==> src/rtl/gpio_int_pkg.sv <==
// gpio_int_pkg
//   Shared constants for the gpio_int interrupt source banks: register
//   byte offsets, CTRL bit positions and a word-count helper.
package gpio_int_pkg;

   localparam logic [7:0] MASK_BASE   = 8'h00;
   localparam logic [7:0] MODE_BASE   = 8'h20;
   localparam logic [7:0] STATUS_BASE = 8'h40;
   localparam logic [7:0] RAW_BASE    = 8'h60;
   localparam logic [7:0] CTRL_ADDR   = 8'h80;
   localparam logic [7:0] CNT_ADDR    = 8'h84;

   localparam int CTRL_EN_BIT = 0;

   // number of 32-bit register words needed to hold w bits
   function automatic int nwords(int w);
      return (w + 31) / 32;
   endfunction

endpackage

==> src/rtl/gpio_int_sync_edge.sv <==
// gpio_int_sync_edge
//   Vector-wide source conditioning: optional 2-flop synchroniser followed
//   by a history flop used for rising-edge detection.
//   Ports:
//     clk_50m, rstn_50m : clock, async active-low reset
//     src               : raw sources
//     level             : synced source level
//     rise              : one-cycle pulse on a synced 0->1 transition
module gpio_int_sync_edge #(
   parameter int WIDTH   = 1,
   parameter bit SYNC_EN = 1'b1
) (
   input  logic             clk_50m,
   input  logic             rstn_50m,
   input  logic [WIDTH-1:0] src,
   output logic [WIDTH-1:0] level,
   output logic [WIDTH-1:0] rise
);

   logic [WIDTH-1:0] hist;

   generate
      if (SYNC_EN) begin : g_sync
         logic [WIDTH-1:0] meta, stab;
         always_ff @(posedge clk_50m or negedge rstn_50m) begin
            if (!rstn_50m) begin
               meta <= '0;
               stab <= '0;
            end else begin
               meta <= src;
               stab <= meta;
            end
         end
         assign level = stab;
      end else begin : g_nosync
         assign level = src;
      end
   endgenerate

   // History always follows the level regardless of mode, so a later switch
   // to edge mode with the source already high sees no edge.
   always_ff @(posedge clk_50m or negedge rstn_50m) begin
      if (!rstn_50m) hist <= '0;
      else           hist <= level;
   end

   assign rise = level & ~hist;

endmodule

==> src/rtl/gpio_int_mask_bank.sv <==
// gpio_int_mask_bank
//   Interrupt source bank: per-source mask, level/edge mode and sticky
//   status, a global enable, a registered interrupt output and a saturating
//   count of interrupt assertions, all behind a req/ack register port.
//   Ports:
//     clk_50m, rstn_50m : clock, async active-low reset
//     src_i             : raw interrupt sources (active high)
//     cfg_req/we/addr/wdata : register access, one request per cycle
//     cfg_rdata/cfg_ack : read data and completion, one cycle after req
//     int_o             : registered interrupt request
module gpio_int_mask_bank
   import gpio_int_pkg::*;
#(
   parameter int SRC_W   = 48,
   parameter bit SYNC_EN = 1'b1,
   parameter int CNT_W   = 16
) (
   input  logic             clk_50m,
   input  logic             rstn_50m,
   input  logic [SRC_W-1:0] src_i,
   input  logic             cfg_req,
   input  logic             cfg_we,
   input  logic [7:0]       cfg_addr,
   input  logic [31:0]      cfg_wdata,
   output logic [31:0]      cfg_rdata,
   output logic             cfg_ack,
   output logic             int_o
);

   localparam int NW = nwords(SRC_W);
   localparam int PW = NW * 32;

   // address bits [7:5] select the register group, [4:2] the word
   localparam logic [2:0] RGN_MASK   = MASK_BASE[7:5];
   localparam logic [2:0] RGN_MODE   = MODE_BASE[7:5];
   localparam logic [2:0] RGN_STATUS = STATUS_BASE[7:5];
   localparam logic [2:0] RGN_RAW    = RAW_BASE[7:5];

   logic [SRC_W-1:0] mask_q, mode_q, status_q;
   logic [SRC_W-1:0] lvl, rise, set;
   logic             ctrl_en_q;
   logic [CNT_W-1:0] cnt_q;

   logic [PW-1:0] mask_pad, mode_pad, status_pad, raw_pad;
   logic [PW-1:0] mask_wr, mode_wr, clr_pad;
   logic [31:0]   rd_word;
   logic [2:0]    rgn, widx;
   logic          wr, rd, ctrl_sel, cnt_clr, int_next, int_rise;
   logic          unused_bits;

   gpio_int_sync_edge #(
      .WIDTH   (SRC_W),
      .SYNC_EN (SYNC_EN)
   ) u_sync (
      .clk_50m  (clk_50m),
      .rstn_50m (rstn_50m),
      .src      (src_i),
      .level    (lvl),
      .rise     (rise)
   );

   assign wr       = cfg_req & cfg_we;
   assign rd       = cfg_req & ~cfg_we;
   assign rgn      = cfg_addr[7:5];
   assign widx     = cfg_addr[4:2];
   assign ctrl_sel = wr && (cfg_addr[7:2] == CTRL_ADDR[7:2]);
   assign cnt_clr  = wr && (cfg_addr[7:2] == CNT_ADDR[7:2]);

   // Zero-extend state to whole words so bits at or above SRC_W read 0 and
   // writes to them fall off when sliced back to SRC_W.
   always_comb begin
      mask_pad   = '0;
      mode_pad   = '0;
      status_pad = '0;
      raw_pad    = '0;
      mask_pad[SRC_W-1:0]   = mask_q;
      mode_pad[SRC_W-1:0]   = mode_q;
      status_pad[SRC_W-1:0] = status_q;
      raw_pad[SRC_W-1:0]    = lvl;
   end

   // write data merge and read mux
   always_comb begin
      mask_wr = mask_pad;
      mode_wr = mode_pad;
      clr_pad = '0;
      rd_word = '0;
      for (int w = 0; w < NW; w++) begin
         if (widx == 3'(w)) begin
            if (wr && rgn == RGN_MASK)   mask_wr[w*32 +: 32] = cfg_wdata;
            if (wr && rgn == RGN_MODE)   mode_wr[w*32 +: 32] = cfg_wdata;
            if (wr && rgn == RGN_STATUS) clr_pad[w*32 +: 32] = cfg_wdata;
            case (rgn)
               RGN_MASK:   rd_word = mask_pad[w*32 +: 32];
               RGN_MODE:   rd_word = mode_pad[w*32 +: 32];
               RGN_STATUS: rd_word = status_pad[w*32 +: 32];
               RGN_RAW:    rd_word = raw_pad[w*32 +: 32];
               default:    ;
            endcase
         end
      end
      if (cfg_addr[7:2] == CTRL_ADDR[7:2]) rd_word[CTRL_EN_BIT] = ctrl_en_q;
      if (cfg_addr[7:2] == CNT_ADDR[7:2])  rd_word = 32'(cnt_q);
   end

   // per-bit mode select; mask deliberately does not gate capture
   assign set      = (mode_q & rise) | (~mode_q & lvl);
   assign int_next = ctrl_en_q & |(status_q & ~mask_q);
   assign int_rise = int_next & ~int_o;

   always_ff @(posedge clk_50m or negedge rstn_50m) begin
      if (!rstn_50m) begin
         mask_q    <= '1;
         mode_q    <= '0;
         status_q  <= '0;
         ctrl_en_q <= 1'b0;
         cnt_q     <= '0;
         int_o     <= 1'b0;
         cfg_ack   <= 1'b0;
         cfg_rdata <= '0;
      end else begin
         mask_q   <= mask_wr[SRC_W-1:0];
         mode_q   <= mode_wr[SRC_W-1:0];
         // OR-ing set after the clear lets a same-cycle set win over W1C
         status_q <= (status_q & ~clr_pad[SRC_W-1:0]) | set;
         if (ctrl_sel) ctrl_en_q <= cfg_wdata[CTRL_EN_BIT];
         int_o <= int_next;
         if (cnt_clr)                      cnt_q <= '0;
         else if (int_rise && cnt_q != '1) cnt_q <= cnt_q + CNT_W'(1);
         cfg_ack   <= cfg_req;
         cfg_rdata <= rd ? rd_word : '0;
      end
   end

   assign unused_bits = ^{cfg_addr[1:0], mask_wr, mode_wr, clr_pad};

endmodule

==> config.mk <==
export PLATFORM = sky130hd
export DESIGN_NAME = gpio_int_mask_bank
export DESIGN_NICKNAME = d
export VERILOG_FILES = /design/src/rtl/gpio_int_pkg.sv /design/src/rtl/gpio_int_sync_edge.sv /design/src/rtl/gpio_int_mask_bank.sv
export SDC_FILE = /design/constraint.sdc
export NUM_CORES = 1
export LEC_CHECK = 0
export ABC_CLOCK_PERIOD_IN_PS = 3700
export BUFFER_PORTS_ARGS = -buffer_cell sky130_fd_sc_hd__buf_2
export CELL_PAD_IN_SITES_DETAIL_PLACEMENT = 1
export CELL_PAD_IN_SITES_GLOBAL_PLACEMENT = 1
export CORE_UTILIZATION = 30
export CTS_BUF_LIST = sky130_fd_sc_hd__clkbuf_4
export DETAILED_ROUTE_END_ITERATION = 7
export PLACE_DENSITY = 0.54
export SYNTH_ARGS = -nofsm -noshare
export SYNTH_HDL_FRONTEND = slang
export SYNTH_SLANG_ARGS = --single-unit
==> constraint.sdc <==
create_clock -name clk_50m -period 3.7 [get_ports clk_50m]
set_clock_uncertainty 0.05 [all_clocks]
set_input_delay 0.37 -clock clk_50m [delete_from_list [all_inputs] [get_ports clk_50m]]
set_output_delay 0.37 -clock clk_50m [all_outputs]
set_load 0.02 [all_outputs]
After elaboration in Yosys (flattened, before gate mapping)
Index checks and enable logic that the tools add are counted. Widths: inputs -> output; s select.

Output and inout port bits: 34. Flip-flop bits (word level): 339. Input bits: 92.

Reduce and logical (&&, ||, !) cells: 14. Bitwise operators: 17. $add $sub $neg: 1. Multiplexer cells: 12. Eq/ne operators: 7.

Operators by type and width (count): $pmux 32 s4 (2); $and 48x48->48 (5); $mux 32 (6); $not 48->48 (4); $or 48x48->48 (2); $mux 16 (3); $reduce_or 48->1 (1); $add 16x1->16 const B (1); $ne 16x16->1 const B (1); $eq 6x6->1 const B (2); $reduce_and 2->1 (4); $eq 3x1->1 const B (2); $eq 3x2->1 const B (2); $logic_and 1x1->1 (6); $logic_not 3->1 (2); $and 1x1->1 (4); $not 1->1 (2); $reduce_bool 2->1 (1); $mux 1 (1).

Logic depth before layout (Yosys ltp)
Gate-level depths: netlist of the first run.

Depth after elaboration: 8. Gate-level depth with buffers: 9. Depth with buffers taken out: 7.

Cells and area by module
A second synthesis of the first run with hierarchy kept.

Cell total of the unflattened synthesis: 1060. Area total of the unflattened synthesis: 13870.8 µm².

Modules (own cells, without submodules): gpio_int_mask_bank (instances 1, cells each 868, seq. area each 4939.7 µm², area each 9606.7 µm²); gpio_int_sync_edge (instances 1, cells each 192, seq. area each 3603.5 µm², area each 4264.1 µm²).

Least setup slack after synthesis of the first run
Ideal clock, no wire load.

Kind: register to register. Start: register mask_q[12]. End: register cnt_q[1]. Stages on the path, launching flop included: 9. Path slack: 1641 ps. Required time: 3573 ps. Library setup time: 77 ps. Period minus slack after synthesis: 2059 ps. Arrival: 1931 ps. Cell sequence: dfstp_2 > and2b_1 > a2111oi_1 > nand4_1 > o31ai_2 > buf_4 > buf_6 > o21ai_1 > a21oi_1.

Word-level cells in the longest chain between the ends: 7.

RTL lines: start: declaration (RTL line gpio_int_mask_bank.sv:39) `logic [SRC_W-1:0] mask_q, mode_q, status_q;`; start signal: assignment (RTL line gpio_int_mask_bank.sv:122) `mask_q <= mask_wr[SRC_W-1:0];`; $not 48->48 (RTL line gpio_int_mask_bank.sv:108) `assign int_next = ctrl_en_q & |(status_q & ~mask_q);`; $and 48x48->48 (RTL line gpio_int_mask_bank.sv:108); $reduce_or 48->1 (RTL line gpio_int_mask_bank.sv:108); $and 1x1->1 (RTL line gpio_int_mask_bank.sv:108); $and 1x1->1 (RTL line gpio_int_mask_bank.sv:109) `assign int_rise = int_next & ~int_o;`; $logic_and 1x1->1 (RTL line gpio_int_mask_bank.sv:129) `else if (int_rise && cnt_q != '1) cnt_q <= cnt_q + CNT_W'(1);`; $reduce_bool 2->1 (no source line); end signal: assignment (RTL line gpio_int_mask_bank.sv:129); end: declaration (RTL line gpio_int_mask_bank.sv:42) `logic [CNT_W-1:0] cnt_q;`.

No other way between the ends. A chain may end at the register's enable or synchronous reset.

Worst setup path after layout of the first run
Start: register mask_q[44]. End: register cnt_q[0].

Word-level cells in the longest chain between the ends: 7.

RTL lines: $not 48->48 (RTL line gpio_int_mask_bank.sv:108); $and 48x48->48 (RTL line gpio_int_mask_bank.sv:108); $reduce_or 48->1 (RTL line gpio_int_mask_bank.sv:108); $and 1x1->1 (RTL line gpio_int_mask_bank.sv:108); named net int_next (RTL line gpio_int_mask_bank.sv:48) `logic wr, rd, ctrl_sel, cnt_clr, int_next, int_rise;`; $and 1x1->1 (RTL line gpio_int_mask_bank.sv:109); $logic_and 1x1->1 (RTL line gpio_int_mask_bank.sv:129); $reduce_bool 2->1 (no source line).

The timed path passes the listed nets, and every way through them passes these cells.

==> results of run 1 <==
stage by stage:
| stage | instances | setup WS (ns) | hold WS [ns] |
|---|---|---|---|
| 3_3_place_gp | 1726 | 1.04 | 0.283 |
| 4_1_cts | 1985 | 1.06 | 0.0111 |
| 5_1_grt | 1988 | 0.919 | 0.0346 |
| 2_1_floorplan | 1037 | 1.64 | 0.0244 |
| 6_report | 1988 | 1.07 | 0.0803 |
| 3_5_place_dp | 1726 | 1.01 | 0.286 |
state kept, by name, indices dropped and copies added, names as in the netlist:
register and flops:
mask_q 48, mode_q 48, status_q 48, u_sync.g_sync.meta 48, u_sync.hist 48, u_sync.level 48, cfg_rdata 32, cnt_q 16
cfg_ack 1, ctrl_en_q 1, int_o 1
placed cells by master (no fill, tap or decap), types with 26 or more instances in the layout:
master,n
nor2_1,26
buf_4,32
clkbuf_4,159
nor2b_1,40
a22o_1,49
dfrtp_1,291
nand2_1,137
buf_2,122
mux2_2,85
a21oi_1,70
a22oi_1,65
dfstp_2,48
dlygate4sd3_1,82
final cells by class:
cell class	instances	area, um2	area share [%]
inverter	17	63.8	0.382
antenna	3	7.51	0.0450
tap	585	732	4.38
multi-input combinational	626	4260	25.5
clock inverter	18	129	0.772
sequential	339	8540	51.2
clock buffer	159	1190	7.15
timing repair buffer	241	1770	10.6
worst max-delay path by stage:
stage                     start    endpoint
floorplan            mask_q[12]    cnt_q[1]
global placement    cfg_addr[5]  mode_q[44]
detailed placement  cfg_addr[6]  mode_q[44]
CTS                  mask_q[44]    cnt_q[0]
global route         mask_q[28]    cnt_q[0]
finish               mask_q[44]    cnt_q[0]
power breakdown:
| part | switching, mW | internal, mW |
|---|---|---|
| logic | 0.395 | 0.322 |
| clock network | 1.63 | 2.07 |
| registers | 0.235 | 3.99 |
layer usage:
metal  GRT usage (%)  share of wire [%]  vias up
li1                -                  -     4362
met1            24.6                 46     4948
met2            29.6                 47      224
met3            4.52                4.4       81
met4            7.82                3.1        0
met5               0                  0        -
tightest hold or removal path: stages:
cell and delay (ns):
buf_2 0.10, nor3_1 0.08, a21oi_1 0.23, a211oi_1 0.08
cells by family after synthesis:
family,after synthesis,share of synthesized area [%]
multiplexers,99,8.58
flip-flops,339,65.3
AO/OA/AOI/OAI,254,13.6
adder cells (fa/ha/maj),1,0.0956
AND/OR/NAND/NOR,272,9.96
buffers and inverters,72,2.43
timing repair:
action,in CTS,in global routing
gates resized for setup,0,0
buffers inserted,0,0
hold buffers,82,0
hold endpoints to repair,287,0
==> reports/summary.txt, run 1 <==
status = completed
FFs w/ async S/R, synth = 100%
Starting Density = 30.4%
syn avg cell area = 12.6 um2
post-synth top area share = 55.7%
post-route cell area = 16700 um2
WS Path Type = flop to flop
WL/cell = 20.2 um
IO Pins = 126
critical path depth = 8
clk buf depth = 3
Ys Warns = 0
CTS clock-pin slew for the worst setup and hold paths = 0.06 ns
CP required = 4.31 ns
Reg-to-Reg End = cnt_q[0]
CP Capture Type = flop
R2R Setup Slk = 1.07 ns
WHS Path Cells = 4
max_slew headroom = 40.0%
post-synth top area cell = dfrtp_1
Die Width = 211 um
antenna violations before repair = 4
Final Util = 38.8%
synthesized area = 13100 um2
post-synthesis cell count = 1037
crit-path max cell delay = 0.73 ns
core footprint = 43100 um2
Unique masters post-synth = 50
ys flop type = dfrtp_1
crit-path max FO = 29
largest net degree at the start of global routing = 110
Worst Tran Pin Value = 0.900 ns
fin. max-slew vios = 0
worst min-delay path class = primary input to flop
Die H = 211 um
Residual DRC = 0
CP cell instances = nor2b_1 > a2111oi_0 > nand4_1 > o31ai_2 > buf_4 > inv_1 > nand3_1 > a21oi_1
startpoint types = flop
first drt pass iteration count = 4
Post-synth EDFFs = 0
CP arrival = 3.25 ns
Tcrit/Tclk final = 71.2%
P per Cell Area = 517 nW/um2
Setup Total Neg Slack = 0 ns
post-synthesis sequential area ratio = 65.3%
endpoints failing hold = 0
most frequent cell after synthesis = dfrtp_1
vias after detailed routing = 9615
H-tree Lvls = 3
Final Routed Wirelength = 40100 um
Max Freq = 380 MHz
first-pass GRT wire length = 62300 um
number of global-route vias before repair = 10600
Setup violations, final = 0
Worst path slowest cell = a2111oi_0
CTS tree = built
share of cells above drive strength 1 = 33.7%
crit path buf inv count = 2
Syn Nets = 1130
num rows = 76
#FFs+latches synth = 339
post-placement cell area = 14500 um2
Inserted Clock Buffers = 95
vias per cell = 4.84
dpl hpwl = 25900 um
# Max-Cap Violations = 0
IO Port Bufs = 123
RD Place Congestion = 0.762
RSZ-0062 raised after global routing = no
TritonCTS Sinks = 339
area grow syn2layout = 27.6%
Die ar. = 44500 um2
clk_lat worst skew = 0.81 ns
reg2reg path depth = 8
final-stage net count = 1413
initial drt markers = 419
Global Route Usage Sum = 18.7%
Min-Delay Endpoint = cfg_rdata[0]
R2R Path Start = mask_q[44]
global route total overflow = 0
CTS Root Buffer Type = clkbuf_4
most common library cells after synthesis = dfrtp_1, nand2_1, mux2_2
delay-heaviest family, CP = compound AO/OA/AOI/OAI gates
synth top area cells = dfrtp_1, dfstp_2, mux2_2, nand2_1, a22oi_1
worst hold start = cfg_addr[4]
Pleak = 7.04 nW
shortest period the worst path allows = 2.63 ns
fill cell count = 4716
Routed Antenna Nets = 0
Tot Pwr = 8.64 mW
Worst VDD drop = 0.227 mV
Note: power is estimated with default switching activity, not from simulation.
==> inputs of run 2 (changes only) <==
Settings changed: ABC_CLOCK_PERIOD_IN_PS 3700 to 2350, PLACE_DENSITY 0.54 to 0.56.
Clock period 3.7 ns to 2.35 ns, I/O delays scaled along.
==> run 2 against run 1 <==
Worst setup slack got worse by 1.0 ns. Clock power grew 52%. Cell count is 5.5% higher. Final area increased by 7.5%. Die area unchanged. Combinational power rose by 110%. Critical path depth rose by 2. Fmax increased by 14%. Core utilization grew 2.9 points. Routed wire length up 2.6%. Critical endpoint is now cnt_q[5].
==> reports/summary.txt, run 2 (synthesized netlist as in run 1, its figures left out) <==
first-pass GRT wire length = 65000 um
clk_lat worst skew = 0.83 ns
Worst Tran Pin Value = 0.523 ns
crit-path max cell delay = 0.54 ns
IO Pins = 126
Residual DRC = 0
commonest non-fill, non-tap cell in the layout = dfrtp_1
Inserted Clock Buffers = 95
CTS tree = built
met3 usage = 4.34%
worst min-delay path class = primary input to flop
Die H = 211 um
Pleak = 7.61 nW
CP required = 3.01 ns
WL/cell = 19.6 um
global route total overflow = 0
share of cells above drive strength 1 = 36.8%
Setup Total Neg Slack = 0 ns
P per Cell Area = 766 nW/um2
initial drt markers = 453
met1 Use GR = 24.4%
H-tree Lvls = 3
placed insts = 1778
IO Port Bufs = 123
Setup violations, final = 0
vias after detailed routing = 10100
Die Width = 211 um
CTS clock-pin slew for the worst setup and hold paths = 0.07 ns
crit-path max FO = 7
first drt pass iteration count = 5
post-route insts no fill = 2098
area grow syn2layout = 37.2%
vias per cell = 4.80
fin. max-slew vios = 0
clk buf depth = 3
startpoint types = flop
Worst VDD drop = 0.400 mV
endpoints failing hold = 0
# Max-Cap Violations = 0
GRT busiest layer = met2
Final Routed Wirelength = 41200 um
core footprint = 43100 um2
post-route cell area = 18000 um2
largest net degree at the start of global routing = 55
Starting Density = 30.4%
dpl hpwl = 26300 um
Die ar. = 44500 um2
final-stage net count = 1523
TritonCTS Sinks = 339
number of global-route vias before repair = 11300
RSZ-0062 raised after global routing = yes
fill cell count = 4662
Tcrit/Tclk final = 98.7%
Worst path slowest cell = dfstp_2
Routed Antenna Nets = 0
post-placement cell area = 15100 um2
met2 Resource Use GR = 32.2%
Global Route Usage Sum = 19.4%
Max Freq = 431 MHz
max_slew headroom = 65.0%
WS Path Type = flop to flop
RD Place Congestion = 0.773
CP cell instances = inv_2 > a2111oi_2 > buf_4 > nand4_1 > buf_4 > o31ai_4 > buf_6 > clkbuf_16 > o31ai_1 > a21oi_1
status = completed
CP arrival = 2.98 ns
most frequent cells in the layout = dfrtp_1, clkbuf_4, nand2_1, dlygate4sd3_1, buf_2
CTS Root Buffer Type = clkbuf_4
antenna violations before repair = 3
crit-path most repeated cell = buf_4
shortest period the worst path allows = 2.32 ns
CP Capture Type = flop
num rows = 76
run 2: cell types whose count changed in the layout (fill, tap and decap cells not counted), moves of 3 or more:
cell           change
or4_4              +5
a2111oi_2          +5
nor2b_2            +6
dlygate4sd3_1     +54
buf_4             +42
buf_12            +10
a2111oi_0          -8
clkbuf_4           -5
a21oi_1            -5
nor2b_1            -7
or4_1              -5
a21oi_2            +5
clkinv_1           +3
run 2: cell type report:
class | count | area [um2] | share of cell area [%]
diodes | 4 | 10.0 | 0.0557
clock buffers | 154 | 1160 | 6.44
clock inverters | 22 | 128 | 0.711
inverters | 17 | 63.8 | 0.355
multi-input cells | 626 | 4420 | 24.6
flip-flops and latches | 339 | 8540 | 47.6
well taps | 585 | 732 | 4.08
repair buffers | 351 | 2900 | 16.1
run 2: final timing paths:
check | from | endpoint | slack (ns) | cells past startpoint
setup / recovery | mask_q[36] | cnt_q[5] | 0.03 | 10
hold / removal | src_i[0] | u_sync.g_sync.meta[0] | 0.06 | 2
setup reg to reg | mask_q[36] | cnt_q[5] | 0.03 | 10
hold reg to reg | u_sync.g_sync.meta[31] | u_sync.level[31] | 0.29 | 0
max in group asynchronous | rstn_50m | mask_q[35] | 1.78 | 3
min in group asynchronous | rstn_50m | mask_q[28] | 0.07 | 2
run 2: timing repair:
action / in CTS / in global routing
pin swaps: 0 / 17
setup buffers: 2 / 0
setup endpoints to repair: 17 / 18
hold buffers: 137 / 0
endpoints found under the hold margin: 540 / 0
cloned: 1 / 1
gates resized for setup: 9 / 37
run 2: through the flow:
step                util (%)  power (mW)  setup WS, ns  hold WS [ns]
finish                  41.7        13.7        0.0304        0.0637
detailed placement      35.0        7.94        -0.119         0.184
floorplan                  -        7.19         0.291        -0.111
CTS                     41.4        13.9       -0.0376        0.0150
global placement        35.0        7.89        -0.142         0.186
global route            41.7        14.5       -0.0819        0.0276
run 2: routing by layer:
metal | routed length, um | part of all wire, %
met3 | 1660 | 4.0
met4 | 1140 | 2.8
met5 | 0 | 0
met1 | 18100 | 44
met2 | 20300 | 49
run 2: critical path: cells and delay by family (launching register included):
| kind | cells | cell delay (ns) |
|---|---|---|
| compound gates | 4 | 0.83 |
| simple gates | 1 | 0.09 |
| buf+inv | 5 | 0.71 |
| flops | 1 | 0.54 |
run 2: report_power, final:
| group | internal, mW | switching (mW) |
|---|---|---|
| clock network | 3.07 | 2.56 |
| logic | 0.728 | 0.798 |
| registers | 6.28 | 0.300 |
